**config.mk**
```make
export PLATFORM = sky130hd
export DESIGN_NAME = melody_player
export DESIGN_NICKNAME = d
export VERILOG_FILES = /design/src/rtl/melody_player.sv
export SDC_FILE = /design/constraint.sdc
export NUM_CORES = 1
export LEC_CHECK = 0
export ABC_AREA = 1
export BUFFER_PORTS_ARGS = -buffer_cell sky130_fd_sc_hd__buf_2
export CAP_MARGIN = 20
export CORE_MARGIN = 2
export CORE_UTILIZATION = 56
export DETAILED_ROUTE_END_ITERATION = 7
export PLACE_DENSITY = 0.76
export SLEW_MARGIN = 30
export SYNTH_ARGS = -nofsm -noshare
export SYNTH_HDL_FRONTEND = slang
export SYNTH_SLANG_ARGS = --single-unit
```
**constraint.sdc**
```tcl
create_clock -name clk -period 2.38 [get_ports clk]
set_input_delay 0.119 -clock clk [delete_from_list [all_inputs] [get_ports clk]]
set_output_delay 0.119 -clock clk [all_outputs]
set_load 0.02 [all_outputs]
```
**src/rtl/melody_player.sv**
```systemverilog
// melody_player: steps a fixed ROM of (note, duration) pairs for the game sound effects, with a silent gap per step.
// Outputs update the cycle after play_req and are all registered; there is no backpressure, and stop/play_req act at once.
module melody_player #(
  parameter int CLK_FREQ   = 25_000_000,
  parameter int TICK_HZ    = 1000,
  parameter int UNIT_TICKS = 25,
  parameter int GAP_TICKS  = 5
) (
  input  logic       clk,
  input  logic       rst_n,
  input  logic       play_req,
  input  logic [1:0] melody_sel,
  input  logic       stop,
  output logic [3:0] note,
  output logic       note_en,
  output logic       busy,
  output logic       done
);

  localparam int TICK_CLKS = CLK_FREQ / TICK_HZ;
  localparam int TICK_W    = (TICK_CLKS > 1) ? $clog2(TICK_CLKS) : 1;
  localparam int DUR_W     = $clog2(15 * UNIT_TICKS + 1);

  typedef enum logic [1:0] {IDLE, SOUND, GAP} state_t;

  state_t             state;
  logic [TICK_W-1:0]  tick_cnt;
  logic [DUR_W-1:0]   dur_cnt;
  logic [2:0]         step;
  logic [1:0]         mel;
  logic [3:0]         cur_note;
  logic [3:0]         cur_dur;

  logic               tick_wrap;
  logic [DUR_W-1:0]   sound_last;
  logic [DUR_W-1:0]   gap_last;
  logic [7:0]         first_entry;
  logic [7:0]         next_entry;

  // Entry layout is {note, dur}; dur == 0 terminates the melody.
  function automatic logic [7:0] rom_entry(input logic [1:0] mel_i, input logic [2:0] step_i);
    logic [7:0] e;
    e = 8'h00;
    case ({mel_i, step_i})
      5'b00_000: e = 8'h82;
      5'b01_000: e = 8'h94;
      5'b01_001: e = 8'hA8;
      5'b10_000: e = 8'h14;
      5'b10_001: e = 8'h34;
      5'b10_010: e = 8'h54;
      5'b10_011: e = 8'h7C;
      5'b11_000: e = 8'h54;
      5'b11_001: e = 8'h44;
      5'b11_010: e = 8'h34;
      5'b11_011: e = 8'h24;
      5'b11_100: e = 8'h18;
      default:   e = 8'h00;
    endcase
    return e;
  endfunction

  assign tick_wrap   = (tick_cnt == TICK_W'(TICK_CLKS - 1));
  assign sound_last  = DUR_W'(int'(cur_dur) * UNIT_TICKS - GAP_TICKS - 1);
  assign gap_last    = DUR_W'(GAP_TICKS - 1);
  assign first_entry = rom_entry(melody_sel, 3'd0);
  assign next_entry  = rom_entry(mel, step + 3'd1);

  always_ff @(posedge clk or negedge rst_n) begin
    if (!rst_n) begin
      state    <= IDLE;
      tick_cnt <= '0;
      dur_cnt  <= '0;
      step     <= '0;
      mel      <= '0;
      cur_note <= '0;
      cur_dur  <= '0;
      note     <= '0;
      note_en  <= 1'b0;
      busy     <= 1'b0;
      done     <= 1'b0;
    end else if (stop) begin
      // Stop has priority over a simultaneous request; in IDLE this is a no-op.
      state    <= IDLE;
      tick_cnt <= '0;
      dur_cnt  <= '0;
      step     <= '0;
      note     <= '0;
      note_en  <= 1'b0;
      busy     <= 1'b0;
      done     <= 1'b0;
    end else if (play_req) begin
      state    <= SOUND;
      tick_cnt <= '0;
      dur_cnt  <= '0;
      step     <= '0;
      mel      <= melody_sel;
      cur_note <= first_entry[7:4];
      cur_dur  <= first_entry[3:0];
      note     <= first_entry[7:4];
      note_en  <= (first_entry[7:4] != 4'd0);
      busy     <= 1'b1;
      done     <= 1'b0;
    end else begin
      case (state)
        IDLE: begin
          done <= 1'b0;
        end
        SOUND: begin
          if (tick_wrap) begin
            tick_cnt <= '0;
            if (dur_cnt == sound_last) begin
              state   <= GAP;
              dur_cnt <= '0;
              note    <= '0;
              note_en <= 1'b0;
            end else begin
              dur_cnt <= dur_cnt + 1'b1;
            end
          end else begin
            tick_cnt <= tick_cnt + 1'b1;
          end
        end
        GAP: begin
          if (tick_wrap) begin
            tick_cnt <= '0;
            if (dur_cnt == gap_last) begin
              dur_cnt <= '0;
              if (step == 3'd7 || next_entry[3:0] == 4'd0) begin
                state <= IDLE;
                step  <= '0;
                busy  <= 1'b0;
                done  <= 1'b1;
              end else begin
                state    <= SOUND;
                step     <= step + 3'd1;
                cur_note <= next_entry[7:4];
                cur_dur  <= next_entry[3:0];
                note     <= next_entry[7:4];
                note_en  <= (next_entry[7:4] != 4'd0);
              end
            end else begin
              dur_cnt <= dur_cnt + 1'b1;
            end
          end else begin
            tick_cnt <= tick_cnt + 1'b1;
          end
        end
        default: begin
          state <= IDLE;
        end
      endcase
    end
  end

endmodule

```
# Yosys cells after proc, flatten, opt, wreduce, memory -nomap -nowiden
# Memories as Yosys holds them, arrays and structs flattened.
# Cells that the tools add are included.
word_totals:
  reg_bits: 42
  mem_count: 1
  romBits: 224
  input_bits: 6
mem_list:
  columns: ["memory", "depth", "width", "rd", "rd_clocked_by_memory_dff", "write_ports", "line", "rtl"]
  rows:
  - ["(no name shown)", 32, 7, 1, 0, 0, "44", "case ({mel_i, step_i})"]
classes:
  n_addsub: 5
  multipliers: 1
  bitwise_logic: 1
  n_eq_ne: 17
  n_reduce_logical: 25
  muxes: 59
ops:
  columns: ["cell", "count"]
  rows:
  - ["2-to-1 mux 15 bit", 4]
  - ["2-to-1 mux 9 bit", 6]
  - ["2-to-1 mux 4 bit", 12]
  - ["one-hot mux 8 bit (4 select lines)", 1]
  - ["inequality test 4 bit, second input constant", 6]
  - ["2-to-1 mux 1 bit", 19]
  - ["2-to-1 mux 3 bit", 6]
  - ["one-hot mux 9 bit (2 select lines)", 1]
  - ["nonzero test 4 bit", 4]
  - ["adder 15 x 1 -> 15 bit, second input constant", 1]
  - ["== test 15 bit, second input constant", 1]
  - ["nonzero test 3 bit", 5]
  - ["2-to-1 mux 2 bit", 6]
  - ["AND reduction 5 bit", 2]
  - ["adder 9 x 1 -> 9 bit, second input constant", 1]
  - ["== test 9 x 3 -> 1 bit, second input constant", 1]
  - ["== test 9 bit", 1]
  - ["multiplier 4 x 5 -> 9 bit, second input constant", 1]
  - ["subtractor 9 x 2 -> 9 bit, second input constant", 1]
  - ["subtractor 9 x 3 -> 9 bit, second input constant", 1]
  - ["one-hot mux 4 bit (2 select lines)", 1]
  - ["AND reduction 4 bit", 2]
  - ["== test 2 bit, second input constant", 3]
  - ["one-hot mux 2 bit (3 select lines)", 1]
  - ["15 further kinds", 21]

# Longest topological paths before layout
# An unclocked memory read counts as a cell.
logic_depth:
  depth_word: 10
  depth_mapped: 17
  mapped_depth_nobuf: 17

# Worst setup path after synthesis
# No wires, ideal clock.
synth_timing:
  path_kind: "register to register"
  start: "register cur_dur[2]"
  end: "register note[0]"
  synth_period_minus_slack_ns: 2.401
  required_ns: 2.263
  stages_incl_launch_ff: 15
  arrival_time_ns: 2.284
  slack_ns: -0.021
  setup_ns: 0.117
  n_path_buf: 0
  path_cell_list: "dfrtp_1 > ha_1 > xor2_1 > ha_1 > ha_1 > nand3_1 > nand2_1 > nand2_1 > nand3_1 > nor2_2 > nand3_1 > nand2_2 > nand2_2 > nand2_1 > nand2_1"
synth_via:
  elab_chain_len: 6
synth_lines:
  columns: ["item", "line", "rtl"]
  rows:
  - ["start, declared", "32", "logic [3:0] cur_dur;"]
  - ["start signal, assigned", "98", "cur_dur <= first_entry[3:0];"]
  - ["start signal, assigned", "137", "cur_dur <= next_entry[3:0];"]
  - ["multiplier 4 x 5 -> 9 bit", "63", "assign sound_last = DUR_W'(int'(cur_dur) * UNIT_TICKS - GAP_TICKS - 1);"]
  - ["subtractor 9 x 3 -> 9 bit", "63", null]
  - ["subtractor 9 x 2 -> 9 bit", "63", null]
  - ["== test 9 bit", "111", "if (dur_cnt == sound_last) begin"]
  - ["inequality test 4 bit (no line)", null, null]
  - ["AND reduction 6 bit (no line)", null, null]
  - ["end signal, assigned", "99", "note <= first_entry[7:4];"]
  - ["end signal, assigned", "138", "note <= next_entry[7:4];"]
  - ["end, declared", "14", "output logic [3:0] note,"]
# No other way between the ends.
# A chain may end at the register's enable or synchronous reset.

# Worst setup path in the final report
layout_timing:
  start: "register cur_dur[3]"
  end: "register note[1]"
# Same word-level chain as after synthesis.

==> run summary <==
13 I/O pins were placed. Summing all flip-flop and latch instances after layout gives 1030 um2. STA puts the critical path data required time at 2570 ps. The tools report the total half-perimeter wirelength after legalization and detailed placement as 4860 um.

The switching share of power is 0.345, and the pre-CTS setup slack is -169 ps. Entering global routing, the biggest net connects 42 pins. The tools report the total DRC errors in the routed layout as 0. The floorplan step defined a die boundary enclosing 6120 um2. Startpoint-to-endpoint class of the critical path: reg -> reg. For the first-pass GRT wire length, the log shows 11500 um.

The share of async-settable or async-resettable flops after synthesis is 1.00, and the clock sink total is 41. The sequential share of the synthesized area came out at 0.332. Max-cap violations in this run came to 0.

Of all nets on the critical path, the largest fanout is 5. The routed layout has 2838 vias. The mapped netlist covers 3090 um2. The maximum level of the CTS H-tree was 2; the number of buffers and inverters on the critical path was 4. Port buffering added 12 buffers.

The share of total power in sequential cells is 0.397, and the final period demand of the worst path is 2370 ps. The tools report the minimum setup slack in the final design as 10.9 ps. The run gives 0 as the total congestion overflow. The floorplan has 27 rows. The clock latency on the worst-skew pair was 290 ps. For this run, the top clock speed supported by timing is 422 MHz. The leading cell type by number of instances after synthesis was nand2_1. Once detail routing completed, the nets flagged for antenna violations numbered 0. The run gives 432 as the count of mapped cells out of synthesis. Setup repair after global routing could not meet its margin everywhere.

The tools report the power spent charging and discharging nets as 0.000672 W. The net count of the finished layout is 483. In this run, placement finished with an instance count of 515. The number of antenna violations at the first check in global routing is 0, and the areal power density over the cells is 541 nW/um2. Summed over all cells, the static leakage comes to 1.74 nW. Clock-pin slew was measured on the worst setup and hold paths at 90 ps. The tools report the portion of total power attributed to combinational logic as 0.312. The slowest cell on the critical path is dfrtp_1.

The placeable core region was 5410 um2. TritonCTS created 5 clock buffers. Relative to the synthesized area, the layout overhead comes to 16.6%. The tools report the via count of the first global-routing pass as 2626. The path type of the worst min-delay path is in -> reg. Each instance of the synthesized netlist takes up on average 7.15 um2. CTS placed an instance of clkbuf_8 at the clock tree root.

After detailed routing, the average wire length per cell comes to 12.9 um. The run gives 6830 um as the total routed wirelength. The run gives 0.00195 W as the overall power of the completed layout. The clock tree buffer depth came out at 2.

The headroom to the max-slew limit was 0.656. The number of nets in the synthesized netlist is 460. On the final layout, the worst clock skew is 8.05 ps. From left edge to right edge, the die measures 78.2 um. The max-slew violation count was 0; the final antenna diode count was 0.

On the critical path the largest part of the delay comes from simple AND/OR/NAND/NOR gates. The commonest cells after synthesis are 131 x nand2_1, 53 x inv_1, 43 x nand3_1. The layout cell share with drive strength beyond 1 works out to 0.193.

The startpoint kind of the worst setup timing path was a flop. VDD sags by at most 0.531 mV. At the pin with the least slew margin, the transition time is 516 ps.

The flip-flop and latch count after synthesis was 41. TritonCTS built the clock tree. On the worst path, the slowest cell contributes a delay of 370 ps.

The y dimension of the die works out to 78.2 um. The most frequently used flop master after synthesis is dfrtp_1. In this run, synthesis inferred 0 flip-flops with an integrated enable. The detailed-router iteration count before antenna repair came out at 4.

The flow ran to the end, and the final reports show no timing, DRC or antenna violations. After the flow finishes, the layout carries non-filler instances totaling 528. The kind of capture point of the worst setup path was a flop. Of all cell types, the one taking the most synthesized area is dfrtp_1.

For this run, the number of Yosys warnings is 0. The endpoint arrival time on the critical path came out at 2560 ps. The final count of hold timing violations is 0. Dividing the detail-routed via count by the number of cells gives 5.38. The first routing iteration left 179 violations. Final critical-path share of the clock period: 0.995. The combined area of the multi-input logic cells is 2010 um2, and the number of setup violations in the final report is 0.

For the starting density of the core, the log shows 0.571. The weighted congestion at the end of routability-driven global placement came out at 0.906. The run gives 0.291 as the part of the power in the clock network. By area the synthesized netlist is led by dfrtp_1 33%, nand2_1 16%, ha_1 8.9%, nand3_1 7.0%, inv_1 6.4%. The area share of the largest cell type after synthesis is 0.332, and the internal power summed over all cells is 0.00128 W.

Number of distinct standard cells referenced by the synthesized netlist: 36. The final-layout fill cell count was 462. The signal on the critical path passes through inv_2 -> buf_4 -> buf_4 -> ha_4 -> inv_1 -> ha_2 -> o21ai_0 -> nor2_1 -> nand3_2 -> nor2_4 -> nand3_4 -> nand2_4 -> nand2_4 -> nand2_2 -> nand2_2. The total global-route track usage is 0.232.
-- power by group through the flow --
stage	Sequential [W]	Combinational [W]	Clock (W)
after global placement	0.000783	0.000472	0
final	0.000772	0.000608	0.000567
after floorplan	0.000787	0.000363	0
after detailed placement	0.000783	0.000483	0
after CTS	0.000770	0.000545	0.000582
after global routing	0.000777	0.000688	0.000611
-- worst paths after layout --
check                                   start    endpoint  slack, ps  cells after the start
worst max-delay path               cur_dur[3]     note[1]         10                     15
worst min-delay path            melody_sel[0]      mel[0]        120                      3
worst max register to register     cur_dur[3]     note[1]         10                     15
worst min register to register        note[0]     note[0]        490                      2
max in group asynchronous               rst_n  dur_cnt[8]       1690                      2
min in group asynchronous               rst_n     step[1]        330                      2
-- worst register-to-register path, cell delays in order, from the launching register on --
cell and delay (ps):
dfrtp_1 370, inv_2 60, buf_4 130, buf_4 140, ha_4 270, inv_1 50
ha_2 320, o21ai_0 80, nor2_1 120, nand3_2 110, nor2_4 200, nand3_4 110
nand2_4 110, nand2_4 80, nand2_2 80, nand2_2 40
-- through the flow --
stage | TNS (ps) | util | instance area, um2 | hold WS [ps]
finish | 0 | 0.666 | 3600 | 116
global route | -1090 | 0.666 | 3600 | 111
CTS | 0 | 0.646 | 3490 | 111
detailed placement | -1460 | 0.601 | 3250 | 302
global placement | -342 | 0.601 | 3250 | 303
floorplan | 0 | - | 3100 | -177
-- cells in the final DEF (no fill, tap or decap), types with 5 or more instances in the layout --
cell / n
a21oi_1: 8
buf_2: 11
buf_4: 8
clkbuf_8: 5
dfrtp_1: 41
ha_1: 13
ha_4: 7
inv_1: 50
inv_2: 10
nand2_1: 121
nand2_2: 13
nand3_1: 38
nand3_2: 6
nand3b_1: 5
nand4_1: 7
nor2_1: 30
nor3_1: 10
o21ai_0: 18
xor2_1: 9
-- sequential cells by signal (all words and copies together) (netlist names) --
signal    cells
tick_cnt     15
dur_cnt       9
note          4
cur_dur       3
step          3
mel           2
state         2
busy          1
done          1
note_en       1
-- cell type report --
cell class	instances	share of cell area
Clock buffer	5	0.0191
Clock inverter	3	0.0129
Inverter	60	0.0626
Multi-Input combinational cell	326	0.558
Sequential cell	41	0.285
Tap cell	72	0.0250
Timing Repair Buffer	21	0.0379
-- routing by layer --
layer	up-vias	wire, um	global-route usage
met5	-	0	0
met2	61	3470	0.402
li1	1446	-	-
met3	10	236	0.0379
met1	1321	3020	0.297
met4	0	110	0.0754
-- cells by family after synthesis --
logic type,count (synthesis),synth area share
simple gates,251,0.385
xor+xnor,12,0.0340
flops,41,0.332
compound gates,39,0.0709
fa+ha+maj,22,0.0892
buf+inv,67,0.0880
-- repair_timing --
item                                   CTS  global route
setup endpoints to repair               16            16
buffers inserted                         1             1
endpoints found under the hold margin   41             0
pin swaps                                8            17
gates resized for setup                 19            19
hold buffers                             1             0
gates cloned                             1             1
Note: power is estimated with default switching activity, not from simulation.
